[config.mk]
export PLATFORM = sky130hd
export DESIGN_NAME = proc_mem_arbiter
export DESIGN_NICKNAME = d
export VERILOG_FILES = /design/src/rtl/proc_mem_arbiter_pkg.sv /design/src/rtl/proc_mem_arbiter_tag_fifo.sv /design/src/rtl/proc_mem_arbiter.sv
export SDC_FILE = /design/constraint.sdc
export NUM_CORES = 1
export LEC_CHECK = 0
export ABC_AREA = 1
export CAP_MARGIN = 20
export CORE_AREA = 2 2 151 153
export CTS_BUF_LIST = sky130_fd_sc_hd__clkbuf_8
export CTS_CLUSTER_SIZE = 14
export DETAILED_ROUTE_END_ITERATION = 7
export DIE_AREA = 0 0 153 155
export PLACE_DENSITY = 0.57
export SLEW_MARGIN = 30
export SYNTH_ARGS = -nofsm -noshare
export SYNTH_HDL_FRONTEND = slang
export SYNTH_SLANG_ARGS = --single-unit
[constraint.sdc]
create_clock -name clk -period 2.4 [get_ports clk]
set_input_delay 0.48 -clock clk [delete_from_list [all_inputs] [get_ports clk]]
set_output_delay 0.48 -clock clk [all_outputs]
set_load 0.02 [all_outputs]
[src/rtl/proc_mem_arbiter_pkg.sv]
// Shared types for the processor memory arbiter: memory message structs, tag record and port ids.
package proc_mem_arbiter_pkg;

    localparam logic ARB_PORT_IMEM = 1'b0;
    localparam logic ARB_PORT_DMEM = 1'b1;

    typedef struct packed {
        logic       port_id;
        logic [7:0] opaque;
    } arb_tag_t;

    typedef struct packed {
        logic [2:0]  msg_type;
        logic [7:0]  opaque;
        logic [31:0] addr;
        logic [1:0]  len;
        logic [31:0] data;
    } mem_req_4B_t;

    typedef struct packed {
        logic [2:0]  msg_type;
        logic [7:0]  opaque;
        logic [1:0]  test;
        logic [1:0]  len;
        logic [31:0] data;
    } mem_resp_4B_t;

    // The shared port always sees opaque 0; the real value travels in the tag FIFO.
    function automatic mem_req_4B_t clear_req_opaque(input mem_req_4B_t msg);
        mem_req_4B_t m;
        m        = msg;
        m.opaque = 8'h00;
        return m;
    endfunction

endpackage

[src/rtl/proc_mem_arbiter_tag_fifo.sv]
// In-order tag FIFO recording the source port and opaque of each outstanding memory request.
module proc_mem_arbiter_tag_fifo
    import proc_mem_arbiter_pkg::*;
#(
    parameter int p_max_out = 4
) (
    input  logic                         clk,
    input  logic                         reset,
    input  logic                         push,
    input  arb_tag_t                     push_tag,
    input  logic                         pop,
    output arb_tag_t                     head,
    output logic [$clog2(p_max_out):0]   count,
    output logic                         full,
    output logic                         empty
);

    localparam int PTR_W = $clog2(p_max_out);
    localparam int CNT_W = PTR_W + 1;

    arb_tag_t           mem [p_max_out];
    logic [PTR_W-1:0]   wr_ptr;
    logic [PTR_W-1:0]   rd_ptr;

    assign head  = mem[rd_ptr];
    assign full  = (count == CNT_W'(p_max_out));
    assign empty = (count == '0);

    always_ff @(posedge clk or negedge reset) begin
        if (!reset) begin
            wr_ptr <= '0;
            rd_ptr <= '0;
            count  <= '0;
        end else begin
            if (push) wr_ptr <= wr_ptr + PTR_W'(1);
            if (pop)  rd_ptr <= rd_ptr + PTR_W'(1);
            case ({push, pop})
                2'b10:   count <= count + CNT_W'(1);
                2'b01:   count <= count - CNT_W'(1);
                default: count <= count;
            endcase
        end
    end

    // Tag storage carries data only, so it is left out of reset.
    always_ff @(posedge clk) begin
        if (push) mem[wr_ptr] <= push_tag;
    end

endmodule

[src/rtl/proc_mem_arbiter.sv]
// Round-robin merge of imem/dmem request ports onto one in-order memory port.
// Optional macro PROC_MEM_ARBITER_STATS_EN adds grant and full-stall counters.
module proc_mem_arbiter
    import proc_mem_arbiter_pkg::*;
#(
    parameter int p_max_out = 4
) (
    input  logic         clk,
    input  logic         reset,
    input  mem_req_4B_t  imem_req_msg,
    input  logic         imem_req_val,
    output logic         imem_req_rdy,
    output mem_resp_4B_t imem_resp_msg,
    output logic         imem_resp_val,
    input  logic         imem_resp_rdy,
    input  mem_req_4B_t  dmem_req_msg,
    input  logic         dmem_req_val,
    output logic         dmem_req_rdy,
    output mem_resp_4B_t dmem_resp_msg,
    output logic         dmem_resp_val,
    input  logic         dmem_resp_rdy,
    output mem_req_4B_t  mem_req_msg,
    output logic         mem_req_val,
    input  logic         mem_req_rdy,
    input  mem_resp_4B_t mem_resp_msg,
    input  logic         mem_resp_val,
    output logic         mem_resp_rdy,
`ifdef PROC_MEM_ARBITER_STATS_EN
    output logic [31:0]  stats_imem_grants,
    output logic [31:0]  stats_dmem_grants,
    output logic [31:0]  stats_full_cycles,
`endif
    output logic         err_orphan
);

    localparam int CNT_W = $clog2(p_max_out) + 1;

    logic                 prio_q;
    logic                 any_val, grant_dmem, has_room, req_fire, resp_fire, resp_to_dmem;
    logic                 tag_full, tag_empty;
    logic [CNT_W-1:0]     tag_count;
    arb_tag_t             push_tag, head_tag;
    mem_req_4B_t          granted_msg;
    mem_resp_4B_t         restored_msg;

    proc_mem_arbiter_tag_fifo #(.p_max_out(p_max_out)) u_tag_fifo (
        .clk      (clk),
        .reset    (reset),
        .push     (req_fire),
        .push_tag (push_tag),
        .pop      (resp_fire),
        .head     (head_tag),
        .count    (tag_count),
        .full     (tag_full),
        .empty    (tag_empty)
    );

    // Request side: the full check uses registered count only, so a same-cycle pop never frees a slot.
    always_comb begin
        any_val      = imem_req_val | dmem_req_val;
        grant_dmem   = dmem_req_val & (~imem_req_val | (prio_q == ARB_PORT_DMEM));
        has_room     = (tag_count < CNT_W'(p_max_out));
        granted_msg  = grant_dmem ? dmem_req_msg : imem_req_msg;
        imem_req_rdy = reset & ~grant_dmem & mem_req_rdy & has_room;
        dmem_req_rdy = reset &  grant_dmem & mem_req_rdy & has_room;
        mem_req_val  = reset & any_val & ~tag_full;
        mem_req_msg  = clear_req_opaque(granted_msg);
        req_fire     = mem_req_val & mem_req_rdy;
        push_tag     = '{port_id: grant_dmem, opaque: granted_msg.opaque};
    end

    // Response side: with nothing outstanding the memory port drains and nothing is forwarded.
    always_comb begin
        resp_to_dmem        = (head_tag.port_id == ARB_PORT_DMEM);
        restored_msg        = mem_resp_msg;
        restored_msg.opaque = head_tag.opaque;
        imem_resp_msg       = restored_msg;
        dmem_resp_msg       = restored_msg;
        imem_resp_val       = reset & ~tag_empty & mem_resp_val & ~resp_to_dmem;
        dmem_resp_val       = reset & ~tag_empty & mem_resp_val &  resp_to_dmem;
        mem_resp_rdy        = reset & (tag_empty | (resp_to_dmem ? dmem_resp_rdy : imem_resp_rdy));
        resp_fire           = mem_resp_val & mem_resp_rdy & ~tag_empty;
    end

    always_ff @(posedge clk or negedge reset) begin
        if (!reset) begin
            prio_q     <= ARB_PORT_IMEM;
            err_orphan <= 1'b0;
        end else begin
            if (req_fire) prio_q <= grant_dmem ? ARB_PORT_IMEM : ARB_PORT_DMEM;
            if (mem_resp_val && tag_empty) err_orphan <= 1'b1;
        end
    end

`ifdef PROC_MEM_ARBITER_STATS_EN
    always_ff @(posedge clk or negedge reset) begin
        if (!reset) begin
            stats_imem_grants <= '0;
            stats_dmem_grants <= '0;
            stats_full_cycles <= '0;
        end else begin
            if (req_fire && !grant_dmem) stats_imem_grants <= stats_imem_grants + 32'd1;
            if (req_fire &&  grant_dmem) stats_dmem_grants <= stats_dmem_grants + 32'd1;
            if (any_val && tag_full)     stats_full_cycles <= stats_full_cycles + 32'd1;
        end
    end
`endif

endmodule

==> results.yml <==
run_status:
  status: "finished clean"
global_route:
  grt_pass1_wl_um: 18800
  antenna_found_initial: 0
  grt_pass1_vias: 3648
  grt_max_degree: 32
  grt_util_all_layers_pct: 9.88
  grt_overflow: 0
finish:
  layout_common_cells: "nand2_1, clkdlybuf4s50_1, buf_2, buf_4, edfxtp_1"
  layout.nets: 927
  nFillCells: 2479
  antenna_cells: 0
  area_delta_synth_final_pct: 44.3
  drive_gt1_share_pct: 19.2
  layout_commonest_cell: "nand2_1"
floorplanning:
  num_io_pins: 387
  die_w_um: 153
  core.rowCount: 55
  start_util_pct: 18.5
  core-area_um2: 22200
  die-area_um2: 23700
  die_h_um: 155
timing:
  setup_viol: 0
  layout_setup_ws_ns: 0.145
  tns_ns: 0
  slew_viol_final: 0
  finalHoldViolCount: 0
  finalCriticalPeriod_ns: 2.26
  clock.fmax_mhz: 443
  rsz0062_at_grt: "yes"
  clock-skew-final_ns: 0.0122
  worst_hold_slack_ns: 0.476
  period_share_pct: 94.0
detailed_routing:
  viasPerCell: 3.69
  wl_per_cell_um: 12.2
  remaining_drc_errors: 0
  drt-total-wl_um: 12200
  drt_first_pass_iters: 4
  num_vias: 3685
  drt_iter0_drc: 124
  final_antenna_net_count: 0
placement:
  place_hpwl_um: 10100
  place_congestion: 0.749
  dpl_worst_slack_ns: -0.421
  io_buffers: 253
pwr:
  powerDensity_nw_per_um2: 707
  p_leak_nw: 2.83
  ir_drop_uv: 269
clock_tree:
  clk_root_buffer_cell: "clkbuf_8"
  cts_max_level: 2
  hold_buffers: 0
  cts.path.max_buffers: 2
  clock_latency_ns: 0.30
  cts_tree: "done"
  clkTransAtPathRegs_ns: 0.08
  cts_sinks: 45
  numCtsBuffers: 5
setup_path:
  worstPathArrival_ns: 1.78
  end_kind: "output port"
  critPathKind: "flip-flop to output port"
  startpoint: "u_tag_fifo.rd_ptr[0]$_DFFE_PN0P_"
  rr_startpoint: "u_tag_fifo.rd_ptr[0]$_DFFE_PN0P_"
  required_ns: 1.92
  cp_max_fo: 14
  critPathLaunchType: "flip-flop"
synthesis:
  yosys.area_share.simple_pct: 26.9
  synthDistinctLibCells: 22
  synth_xor_area_share_pct: 0.639
  synthesis.area_um2: 4110
  synth_top_area_share_pct: 30.0
  synth_adder_area_share_pct: 2.01
  synth_seq_cells: 45
  synth_top_area_cell: "buf_4"
  synth-compound-area-share_pct: 4.48
  synthCells: 583
  synth_top_family_by_area: "buffers and inverters"
  synthTopCellsByArea: "buf_4, edfxtp_1, nand2_1, dfrtp_1, nor2_1"
  seq_area_frac_synth_pct: 31.8
  ys_warn_count: 0
  avgSynthCellArea_um2: 7.05
  muxShareOfSynthArea_pct: 0
hold_path:
  hold_path.startpoint: "u_tag_fifo.count[0]$_DFFE_PN0P_"
  hold_class: "flip-flop to flip-flop"
run:
  cap_violations: 0
worst max-delay path, stage by stage (launching register included):
cell	delay, ns
dfrtp_2	0.45
inv_2	0.09
buf_4	0.19
o21ai_0	0.09
o22ai_1	0.20
buf_4	0.16
clkdlybuf4s15_1	0.30
through the flow:
step / cells / utilization (%) / cell area (µm²) / total power, mW
finish: 998 / 26.7 / 5930 / 4.20
CTS: 996 / 26.6 / 5910 / 4.24
global placement: 980 / 27.0 / 6010 / 3.97
detailed placement: 980 / 27.0 / 6010 / 3.98
global route: 998 / 26.7 / 5930 / 4.53
floorplan: 590 / - / 4140 / 3.07
worst paths after layout:
check                      depth (start not counted)  slack, ns                                to
setup / recovery                                   6       0.14                 imem_resp_msg[39]
hold / removal                                     1       0.48   u_tag_fifo.count[0]$_DFFE_PN0P_
setup reg to reg                                  13       0.27   u_tag_fifo.count[2]$_DFFE_PN0P_
hold reg to reg                                    1       0.48   u_tag_fifo.count[0]$_DFFE_PN0P_
max in group asynchronous                          3       1.62                prio_q$_DFFE_PN0P_
min in group asynchronous                          3       0.63  u_tag_fifo.rd_ptr[1]$_DFFE_PN0P_
cell type report:
cell class	count	area, µm²	area share, %
Clock buffer	5	68.8	1.16
Tap cell	285	357	6.01
Timing Repair Buffer	299	2650	44.6
Inverter	22	85.1	1.43
Multi-Input combinational cell	339	1440	24.3
Sequential cell	45	1310	22.0
Clock inverter	3	25.0	0.422
cells in the mapped netlist (all sizes together):
cell type / number
buf: 172
dfrtp: 9
clkbuf: 12
conb: 1
xor2: 2
o21ai: 20
o21bai: 1
nand2: 252
ha: 5
o22ai: 8
inv: 22
a21oi: 3
nand3: 11
nand4: 1
nor2: 26
xnor2: 1
edfxtp: 36
fa: 1
logic make-up (layout without fill, tap and decap cells):
family	count (synthesis)	count (layout)
and+or+nand+nor	290	290
buffers and inverters	206	329
DFF	45	45
AOI/OAI and AO/OA	32	32
adders and majority gates	6	6
xor gates and xnor gates	3	3
other	1	8
metal layers:
metal / vias to the layer above / part of all wire, % / track usage, %
li1: 1887 / - / -
met1: 1582 / 39 / 10.8
met2: 206 / 51 / 18.1
met3: 10 / 9.3 / 3.87
met4: 0 / 1.2 / 2.25
met5: - / 0 / 0
flip-flops by register name, indices dropped and copies added, names as in the netlist:
signal and count:
err_orphan 1, prio_q 1, u_tag_fifo.count 3, u_tag_fifo.mem 36, u_tag_fifo.rd_ptr 2, u_tag_fifo.wr_ptr 2
repair_timing:
item	in CTS	in global routing
buffers inserted	6	2
pin swaps	1	1
gates resized for setup	295	8
setup endpoints to repair	91	6
gates cloned	2	0
power breakdown:
part	leakage, nW	internal [mW]	switching [mW]
sequential	0.430	0.991	0.0748
combinational	2.35	1.14	1.53
clock	0.0447	0.210	0.253
Note: power is estimated with default switching activity, not from simulation.
